File: src/rtl/serial_arith_pkg.sv
// Shared definitions for the bit-serial adder.
//   WIDTH_DEFAULT : default operand/sum width in bits (legal range 2..32)
//   state_t       : control FSM encoding (IDLE, RUN, DONE)
package serial_arith_pkg;

  localparam int WIDTH_DEFAULT = 8;

  typedef enum logic [1:0] {
    IDLE = 2'd0,
    RUN  = 2'd1,
    DONE = 2'd2
  } state_t;

endpackage

File: src/rtl/serial_adder_if.sv
// Request/result bundle of the bit-serial adder.
//   start       : request to begin an addition (acted on only while idle)
//   a, b, cin   : operands and carry-in, captured when start is accepted
//   busy        : addition in progress
//   done        : one-cycle pulse, sum/cout hold the new result
//   sum, cout   : registered result and carry-out of the last addition
// master drives the request side, slave (the adder) drives the result side.
interface serial_adder_if
  import serial_arith_pkg::*;
#(
  parameter int WIDTH = WIDTH_DEFAULT
);

  logic             start;
  logic [WIDTH-1:0] a;
  logic [WIDTH-1:0] b;
  logic             cin;
  logic             busy;
  logic             done;
  logic [WIDTH-1:0] sum;
  logic             cout;

  modport master (
    output start, a, b, cin,
    input  busy, done, sum, cout
  );

  modport slave (
    input  start, a, b, cin,
    output busy, done, sum, cout
  );

endinterface

File: src/rtl/full_adder.sv
// One-bit full-adder cell.
//   x, y : addend bits
//   z    : carry-in
//   S    : sum bit
//   C    : carry-out
module full_adder (
  input  logic x,
  input  logic y,
  input  logic z,
  output logic S,
  output logic C
);

  logic xy_half;

  assign xy_half = x ^ y;
  assign S       = xy_half ^ z;
  assign C       = (x & y) | (z & xy_half);

endmodule

File: src/rtl/serial_adder.sv
// Bit-serial unsigned adder: {cout,sum} = a + b + cin, one bit per clock,
// LSB first, through a single full-adder cell.
//   clk : sole clock, all state changes on the rising edge
//   rst : synchronous active-high reset, takes priority over start
//   bus : serial_adder_if slave port (start/a/b/cin in, busy/done/sum/cout out)
// A start accepted at edge t yields done in the cycle after edge t+WIDTH.
module serial_adder
  import serial_arith_pkg::*;
#(
  parameter int WIDTH = WIDTH_DEFAULT
) (
  input  logic          clk,
  input  logic          rst,
  serial_adder_if.slave bus
);

  // Wide enough to hold WIDTH itself, so the counter never wraps mid-operation.
  localparam int CNT_W = $clog2(WIDTH + 1);

  state_t           state;
  state_t           state_nxt;
  logic             busy_c;
  logic             done_c;

  logic [WIDTH-1:0] op_a;
  logic [WIDTH-1:0] op_b;
  logic             carry;
  logic [CNT_W-1:0] cnt;
  logic             last_bit;

  // Bits already produced, most recent at the MSB. Only WIDTH-1 of them ever
  // need storing: the final cell output completes the word on the last edge.
  logic [WIDTH-2:0] res;
  logic [WIDTH-1:0] res_nxt;

  logic [WIDTH-1:0] sum_q;
  logic             cout_q;

  logic             fa_s;
  logic             fa_c;

  full_adder u_fa (
    .x (op_a[0]),
    .y (op_b[0]),
    .z (carry),
    .S (fa_s),
    .C (fa_c)
  );

  assign last_bit = (cnt == CNT_W'(WIDTH - 1));
  assign res_nxt  = {fa_s, res};

  // ---------------------------------------------------------------------------
  // Control FSM
  // ---------------------------------------------------------------------------
  // NOTE: sequential state is updated with non-blocking (<=) assignments so
  // every flop samples values from before the edge, independent of block order.
  always_ff @(posedge clk) begin
    if (rst) begin
      state <= IDLE;
    end else begin
      state <= state_nxt;
    end
  end

  // NOTE: every signal written here gets a default first, so no path through
  // the case leaves one unassigned and no latch is inferred.
  always_comb begin
    state_nxt = state;
    busy_c    = 1'b0;
    done_c    = 1'b0;
    case (state)
      IDLE: begin
        if (bus.start) begin
          state_nxt = RUN;
        end
      end
      RUN: begin
        busy_c = 1'b1;
        if (last_bit) begin
          state_nxt = DONE;
        end
      end
      DONE: begin
        done_c    = 1'b1;
        state_nxt = IDLE;
      end
      default: begin
        state_nxt = IDLE;
      end
    endcase
  end

  // ---------------------------------------------------------------------------
  // Datapath: operand shifters, carry flop, bit counter, result registers
  // ---------------------------------------------------------------------------
  // All datapath registers are small and are cleared so an abandoned operation
  // leaves no trace of its operands or partial result.
  always_ff @(posedge clk) begin
    if (rst) begin
      op_a   <= '0;
      op_b   <= '0;
      carry  <= 1'b0;
      cnt    <= '0;
      res    <= '0;
      sum_q  <= '0;
      cout_q <= 1'b0;
    end else begin
      case (state)
        IDLE: begin
          if (bus.start) begin
            op_a  <= bus.a;
            op_b  <= bus.b;
            carry <= bus.cin;
            cnt   <= '0;
          end
        end
        RUN: begin
          op_a  <= op_a >> 1;
          op_b  <= op_b >> 1;
          carry <= fa_c;
          cnt   <= cnt + CNT_W'(1);
          res   <= res_nxt[WIDTH-1:1];
          if (last_bit) begin
            sum_q  <= res_nxt;
            cout_q <= fa_c;
          end
        end
        default: begin
        end
      endcase
    end
  end

  assign bus.busy = busy_c;
  assign bus.done = done_c;
  assign bus.sum  = sum_q;
  assign bus.cout = cout_q;

endmodule

File: src/flat_wrapper.sv
// flat-port wrapper written by rule: the top's interface ports become plain ports
module serial_adder_flat import serial_arith_pkg::*;
#(
  parameter int WIDTH = WIDTH_DEFAULT
)
  (clk, rst, bus_start, bus_a, bus_b, bus_cin, bus_busy, bus_done, bus_sum, bus_cout);
  serial_adder_if #(.WIDTH(WIDTH)) bus_i ();
  input  logic clk;
  input  logic rst;
  input wire logic [$bits(bus_i.start)-1:0] bus_start;
  input wire logic [$bits(bus_i.a)-1:0] bus_a;
  input wire logic [$bits(bus_i.b)-1:0] bus_b;
  input wire logic [$bits(bus_i.cin)-1:0] bus_cin;
  output wire logic [$bits(bus_i.busy)-1:0] bus_busy;
  output wire logic [$bits(bus_i.done)-1:0] bus_done;
  output wire logic [$bits(bus_i.sum)-1:0] bus_sum;
  output wire logic [$bits(bus_i.cout)-1:0] bus_cout;
  assign bus_i.start = bus_start;
  assign bus_i.a = bus_a;
  assign bus_i.b = bus_b;
  assign bus_i.cin = bus_cin;
  assign bus_busy = bus_i.busy;
  assign bus_done = bus_i.done;
  assign bus_sum = bus_i.sum;
  assign bus_cout = bus_i.cout;
  serial_adder #(.WIDTH(WIDTH)) u_core (.clk(clk), .rst(rst), .bus(bus_i));
endmodule
File: config.mk
export PLATFORM = sky130hd
export DESIGN_NAME = serial_adder_flat
export DESIGN_NICKNAME = d
export VERILOG_FILES = /design/src/rtl/serial_arith_pkg.sv /design/src/rtl/serial_adder_if.sv /design/src/rtl/full_adder.sv /design/src/rtl/serial_adder.sv /design/src/flat_wrapper.sv
export SDC_FILE = /design/constraint.sdc
export NUM_CORES = 1
export LEC_CHECK = 0
export BUFFER_PORTS_ARGS = -buffer_cell sky130_fd_sc_hd__buf_2
export CORE_MARGIN = 3
export CORE_UTILIZATION = 54
export CTS_CLUSTER_SIZE = 40
export DETAILED_ROUTE_END_ITERATION = 10
export PLACE_DENSITY = 0.85
export RECOVER_POWER = 50
export SETUP_SLACK_MARGIN = 0.5
export SYNTH_ARGS = -nofsm -noshare
export SYNTH_HDL_FRONTEND = slang
export SYNTH_SLANG_ARGS = --single-unit
File: constraint.sdc
create_clock -name clk -period 1.59 [get_ports clk]
set_input_delay 0.2385 -clock clk [delete_from_list [all_inputs] [get_ports clk]]
set_output_delay 0.2385 -clock clk [all_outputs]
set_load 0.05 [all_outputs]
==> results of run 1 <==
worst paths after layout:
kind	depth (start not counted)	from	end	slack [ps]
worst max register to register	6	u_core.state[0]$_SDFFE_PP0P_	u_core.cnt[0]$_SDFFE_PP0P_	20
worst max-delay path	6	u_core.state[0]$_SDFFE_PP0P_	u_core.cnt[0]$_SDFFE_PP0P_	20
worst min-delay path	3	bus_a[7]	u_core.op_a[7]$_SDFFE_PP0P_	200
worst min register to register	2	u_core.res[0]$_SDFFE_PP0P_	u_core.res[0]$_SDFFE_PP0P_	510
cells in the final DEF (no fill, tap or decap), types with 2 or more instances in the layout:
cell type  instances
nor2_1            25
a21oi_1           11
clkbuf_2           2
clkbuf_4           5
a21oi_2            6
a211oi_1          14
o21ba_4            2
buf_6              7
dfxtp_1           31
o2bb2ai_1          5
o2bb2ai_2          5
nand3_1           10
dfxtp_2            2
a211oi_2           3
buf_2             19
buf_16             2
nand2_1           18
dfxtp_4            6
buf_4             24
nor2_4             2
buf_8             11
o22ai_1            2
buf_12             4
o31ai_4            7
nor2_2             4
a22oi_1            2
flip-flops by register name, summed over array words and instances (netlist names):
register	count
u_core.bus.cout	1
u_core.op_b	8
u_core.op_a	8
u_core.res	7
u_core.cnt	4
u_core.state	2
u_core.carry	1
u_core.bus.sum	8
what timing repair did:
action / in CTS / in global routing
setup buffers: 27 / 5
resized for setup: 92 / 37
pin swaps: 20 / 15
setup endpoints to repair: 44 / 50
cloned: 4 / 0
final cells by class:
cell class	count	area [um2]
multi-input combinational	136	1110
sequential	39	806
timing repair buffer	69	664
fill	77	150
clock buffer	6	51.3
tap	31	38.8
inverter	3	25.0
clock inverter	1	5.00
cells by family after synthesis:
group                    after synthesis  synth area share [%]
AO/OA/AOI/OAI                         65                  27.6
AND/OR/NAND/NOR                       67                  17.1
adder cells (fa/ha/maj)                2                  1.96
buffers and inverters                 19                  6.40
flip-flops                            39                  47.0
where the power goes:
part | internal (mW) | switching (mW) | leakage [nW]
Combinational | 0.187 | 0.233 | 0.671
Clock | 0.205 | 0.345 | 0.0341
Sequential | 1.02 | 0.0517 | 0.324
cell usage after synthesis (2+ instances only):
master	count	area share, %
dfxtp_1	39	47
nor2_1	31	7.0
nand2_1	19	4.3
a211oi_1	17	7.7
a21oi_1	17	5.1
nand3_1	11	3.3
o2bb2ai_1	11	5.8
o31ai_1	9	4.1
clkbuf_1	6	1.4
o22ai_1	4	1.5
a22oi_1	3	1.4
buf_2	3	0.90
buf_6	3	2.0
buf_4	2	0.90
inv_1	2	0.45
nand2b_1	2	0.75
worst max-delay path: cells and delay by family (launching register included):
family                 cells  cell delay (ps)
buffers and inverters      3              550
and+or+nand+nor            2              200
AOI/OAI and AO/OA          1              330
DFF                        1              390
per-layer routing:
| layer | part of all wire [%] | vias up | wire length [um] |
|---|---|---|---|
| met5 | 0 | - | 0 |
| met3 | 10 | 70 | 791 |
| met2 | 48 | 217 | 3740 |
| met4 | 6.8 | 0 | 534 |
| met1 | 35 | 967 | 2760 |
| li1 | - | 831 | - |
==> out/metrics.csv, run 1 <==
stage,metric,value,unit
run,max-cap check violation count,0,
synth,Synth cell types,29,
sta,max frequency,636,MHz
detailed_routing,Initial DRT Pass Iterations,8,
placed_design,Port Buffer Count,30,
synth,cell count after synthesis,192,
sta,fin. max-slew vios,0,
die,Die Area,3780,um2
clocking,Worst-path clk slew,130,ps
final_layout,synthesis-to-layout area growth,62.7,%
detailed_routing,Vias,2085,
sta,Tcrit/Tclk final,98.9,%
sta,minimum clock period,1570,ps
detailed_routing,final wirelength,7820,um
detailed_routing,DR iter-0 viols,234,
clocking,CTS root buffer,clkbuf_4,
sta,unrepaired setup endpoints after global routing,yes,
min_path,Hold Crit Class,input pin to register,
global_route,global-route track usage on met3,9.64,%
global_route,first-pass GRT wire length,9450,um
sta,Slew HR,70.4,%
die,Starting Density,58.2,%
die,die width,61.5,um
sta,final number of setup-violating endpoints,0,
global_route,busiest grt layer,met2,
synth,cell area after synthesis,1660,um2
final_layout,Nets,276,
global_route,global routing usage on met2,60.6,%
die,Ports,31,
synth,"EDFF count, synth",0,
die,Site Rows,19,
detailed_routing,"antenna viol nets, final",0,
die,core area,2850,um2
pwr,overall power,2.04,mW
placed_design,Post-DP HPWL,2520,um
sta,setup TNS,0,ps
clocking,worst skew pair latency,360,ps
global_route,vias in the first global route,1883,
setup_path,crit path cell chain,buf_6 > nand2b_4 > inv_8 > clkbuf_2 > nor2_1 > a211oi_1,
sta,Final WS setup,17.4,ps
setup_path,Slowest cell on crit path,dfxtp_4,
setup_path,"slowest stage delay, CP",390,ps
global_route,grt ovf,0,
clocking,CTS sink count,39,
outcome,run status,"complete, no violations",
synth,"FF+latch count, synth",39,
detailed_routing,DRC violations left,0,
pwr,Pwr Density,755,nW/um2
synth,dominant synthesized flop cell,dfxtp_1,
global_route,met1 Use GR,38.3,%
sta,worst hold slack,196,ps
placed_design,Placed Cells,242,
die,Die Ht,61.5,um
global_route,largest net degree at the start of global routing,19,
placed_design,placed standard-cell area,1820,um2
pwr,Pleak,1.03,nW
sta,endpoints failing hold,0,
synth,syn nets,214,
setup_path,critical path launch point type,register,
synth,post-synthesis sequential area ratio,47.0,%
final_layout,fin area,2700,um2
sta,Fin Clk Skew,15.5,ps
final_layout,share of cells above drive strength 1,51.2,%
detailed_routing,routed length per placed instance,27.4,um
global_route,GRT Total Usage,35.1,%
synth,Post-synth ARST share,0,%
global_route,initial antenna violation count,0,
clocking,Num CTS Buffers,5,
setup_path,CP required,1840,ps
final_layout,post-layout util,94.7,%
placed_design,Routability Congestion,0.758,
setup_path,CP Max Fanout,18,
sta,worst-margin pin slew,443,ps
final_layout,non-filler cells in the finished layout,285,
clocking,hold_buf cts,0,
detailed_routing,Vias/cell,7.32,
clocking,CTS tree,built,
setup_path,Setup crit end kind,register,
synth,Syn Area/Cell,8.65,um2
final_layout,antenna fix cells,0,
setup_path,crit path kind,register to register,
pwr,Max VDD drop,774,uV
setup_path,CP Data Arrival Time,1820,ps
clocking,Longest Clk Path Bufs,2,
synth,Yosys warning count,0,
clocking,# H-tree levels,2,
placed_design,pre-CTS WS,257,ps
(Power assumes the default switching activity.)
==> run 2, diff against run 1 <==
- SETUP_SLACK_MARGIN: 0.5 -> unset
==> out/metrics.csv, run 2 (synthesis results as in run 1) <==
stage,metric,value,unit,change
die,core area,2850,um2,unchanged
sta,minimum clock period,1460,ps,-109 ps
pwr,Pwr Density,940,nW/um2,+25%
clocking,Post-CTS Setup Inserts,0,,-100%
setup_path,crit path cell chain,buf_4 > nor2_2 > buf_2,,
outcome,run status,"complete, no violations",,
detailed_routing,DRC violations left,0,,unchanged
placed_design,placed standard-cell area,1830,um2,+0.34%
global_route,first-pass GRT wire length,6000,um,-36%
detailed_routing,final wirelength,3480,um,-56%
clocking,hold_buf cts,0,,unchanged
sta,Tcrit/Tclk final,92.0,%,-6.9 points
placed_design,Routability Congestion,0.741,,-2.2%
min_path,Hold Path Sink,u_core.op_a[7]$_SDFFE_PP0P_,,
sta,Slew HR,60.2,%,-10 points
sta,final number of setup-violating endpoints,0,,unchanged
setup_path,r2r endpoint,u_core.op_a[3]$_SDFFE_PP0P_,,
setup_path,"slowest stage delay, CP",370,ps,-20 ps
pwr,internal power,1.29,mW,-8.7%
pwr,Pleak,0.695,nW,-32%
sta,setup TNS,0,ps,unchanged
pwr,Max VDD drop,758,uV,-2.0%
global_route,GRT Total Usage,21.3,%,-14 points
pwr,Switch Pwr,482,uW,-23%
placed_design,Post-DP HPWL,2410,um,-4.1%
final_layout,antenna fix cells,0,,unchanged
clocking,Num CTS Buffers,5,,unchanged
final_layout,Nets,244,,-12%
die,Die Ht,61.5,um,unchanged
setup_path,crit path kind,register to output port,,
setup_path,CP required,1350,ps,-490 ps
setup_path,CP Data Arrival Time,1220,ps,-600 ps
global_route,initial antenna violation count,0,,unchanged
min_path,Hold Crit Class,input pin to register,,
setup_path,Reg-to-Reg Start,u_core.state[1]$_SDFFE_PP0P_,,
pwr,Clk pwr share,28.0,%,+1.0 points
detailed_routing,routed length per placed instance,13.7,um,-50%
placed_design,Placed Cells,246,,+1.7%
final_layout,Fillers,252,,+230%
sta,Fin Clk Skew,13.0,ps,-2.51 ps
sta,worst-margin pin slew,597,ps,+153 ps
setup_path,critical path launch point type,register,,
clocking,CTS tree,built,,
clocking,# H-tree levels,2,,unchanged
setup_path,WP buf/inv,2,,-1
detailed_routing,Vias/cell,5.93,,-19%
pwr,Sw Ratio,27.3,%,-3.6 points
clocking,worst skew pair latency,350,ps,about the same
clocking,Longest Clk Path Bufs,2,,unchanged
detailed_routing,DR iter-0 viols,146,,-38%
pwr,overall power,1.77,mW,-13%
setup_path,Slowest cell on crit path,dfxtp_2,,
die,Die Area,3780,um2,unchanged
global_route,vias in the first global route,1367,,-27%
final_layout,post-layout util,66.0,%,-29 points
clocking,CTS sink count,39,,unchanged
clocking,CTS root buffer,clkbuf_4,,
min_path,hold path depth,3,,unchanged
min_path,Min-Delay Startpoint,bus_a[7],,
die,Site Rows,19,,unchanged
sta,endpoints failing hold,0,,unchanged
sta,fin. max-slew vios,0,,unchanged
die,Starting Density,58.2,%,unchanged
pwr,Comb power frac,12.5,%,-8.1 points
placed_design,Port Buffer Count,30,,unchanged
setup_path,CP top delay family,buffers and inverters,,
pwr,sequential share of power,59.6,%,+7.2 points
global_route,largest net degree at the start of global routing,19,,unchanged
setup_path,R2R Setup Slk,200,ps,+180 ps
sta,unrepaired setup endpoints after global routing,no,,
die,die width,61.5,um,unchanged
setup_path,Worst Reg2Reg Path Length in Cells,3,,-3
detailed_routing,"antenna viol nets, final",0,,unchanged
detailed_routing,Vias,1506,,-28%
run,max-cap check violation count,0,,unchanged
sta,max frequency,683,MHz,+7.5%
clocking,Worst-path clk slew,110,ps,-20 ps
setup_path,Setup crit end kind,output port,,
setup_path,CP Max Fanout,10,,-8
die,Ports,31,,unchanged
final_layout,"most common cell after layout, fill and taps aside",dfxtp_1,,
final_layout,"commonest non-fill, non-tap cells in the layout","dfxtp_1, nor2_1, buf_2",,
global_route,grt ovf,0,,unchanged
clocking,post-cts sizing count,4,,-96%
final_layout,share of cells above drive strength 1,18.4,%,-33 points
final_layout,fin area,1880,um2,-30%
detailed_routing,Initial DRT Pass Iterations,4,,-4
final_layout,synthesis-to-layout area growth,13.3,%,
final_layout,non-filler cells in the finished layout,254,,-11%
## run 2: cell count changes in the layout (fill, tap and decap cells not counted), moves of 6 or more
cell and change:
a21oi_1 +6, a21oi_2 -6, buf_4 -16, buf_6 -6, buf_8 -11, clkbuf_1 +11
dfxtp_1 +6, dfxtp_4 -6, o2bb2ai_1 +6, o31ai_1 +8, o31ai_4 -7
## run 2: worst max path at each step
stage,slack (ps),depth (start not counted),end,start
6_report,130,3,bus_done,u_core.state[0]$_SDFFE_PP0P_
5_1_grt,50,3,u_core.op_a[3]$_SDFFE_PP0P_,u_core.state[1]$_SDFFE_PP0P_
4_1_cts,30,3,bus_busy,u_core.state[1]$_SDFFE_PP0P_
3_5_place_dp,240,4,u_core.op_b[6]$_SDFFE_PP0P_,u_core.state[0]$_SDFFE_PP0P_
3_3_place_gp,270,4,u_core.bus.cout$_SDFFE_PP0P_,u_core.cnt[0]$_SDFFE_PP0P_
2_1_floorplan,210,3,bus_done,u_core.state[1]$_SDFFE_PP0P_
## run 2: metrics by stage
step           worst slack, ps  hold WS, ps
2_1_floorplan              210          387
3_3_place_gp               271          447
3_5_place_dp               243          456
4_1_cts                   31.3          123
5_1_grt                   49.7          118
6_report                   127          134
## run 2: final cells by class
| cell class | count | area [um2] | area share, % |
|---|---|---|---|
| clock buffers | 6 | 41.3 | 2.19 |
| well taps | 31 | 38.8 | 2.06 |
| flip-flops and latches | 39 | 783 | 41.6 |
| clock inverters | 2 | 12.5 | 0.664 |
| multi-input cells | 134 | 785 | 41.7 |
| repair buffers | 39 | 209 | 11.1 |
| inverters | 3 | 13.8 | 0.731 |
## run 2: worst min-delay path, cell delays in order
cell and delay [ps]:
buf_2 80, a22oi_1 60, nor2_1 80
## run 2: metal layers
| layer | vias up | share of wire, % | track usage [%] |
|---|---|---|---|
| met1 | 719 | 48 | 27.4 |
| li1 | 754 | - | - |
| met2 | 27 | 46 | 34.1 |
| met5 | - | 0 | 0 |
| met4 | 0 | 1.0 | 5.45 |
| met3 | 6 | 5.0 | 7.55 |
## run 2: power by group through the flow
stage / Combinational (mW) / Sequential (mW) / Clock [mW]
after floorplan: 0.167 / 1.07 / 0
after global placement: 0.213 / 1.07 / 0
after detailed placement: 0.217 / 1.07 / 0
after CTS: 0.222 / 1.05 / 0.509
after global routing: 0.251 / 1.06 / 0.550
final: 0.221 / 1.05 / 0.495
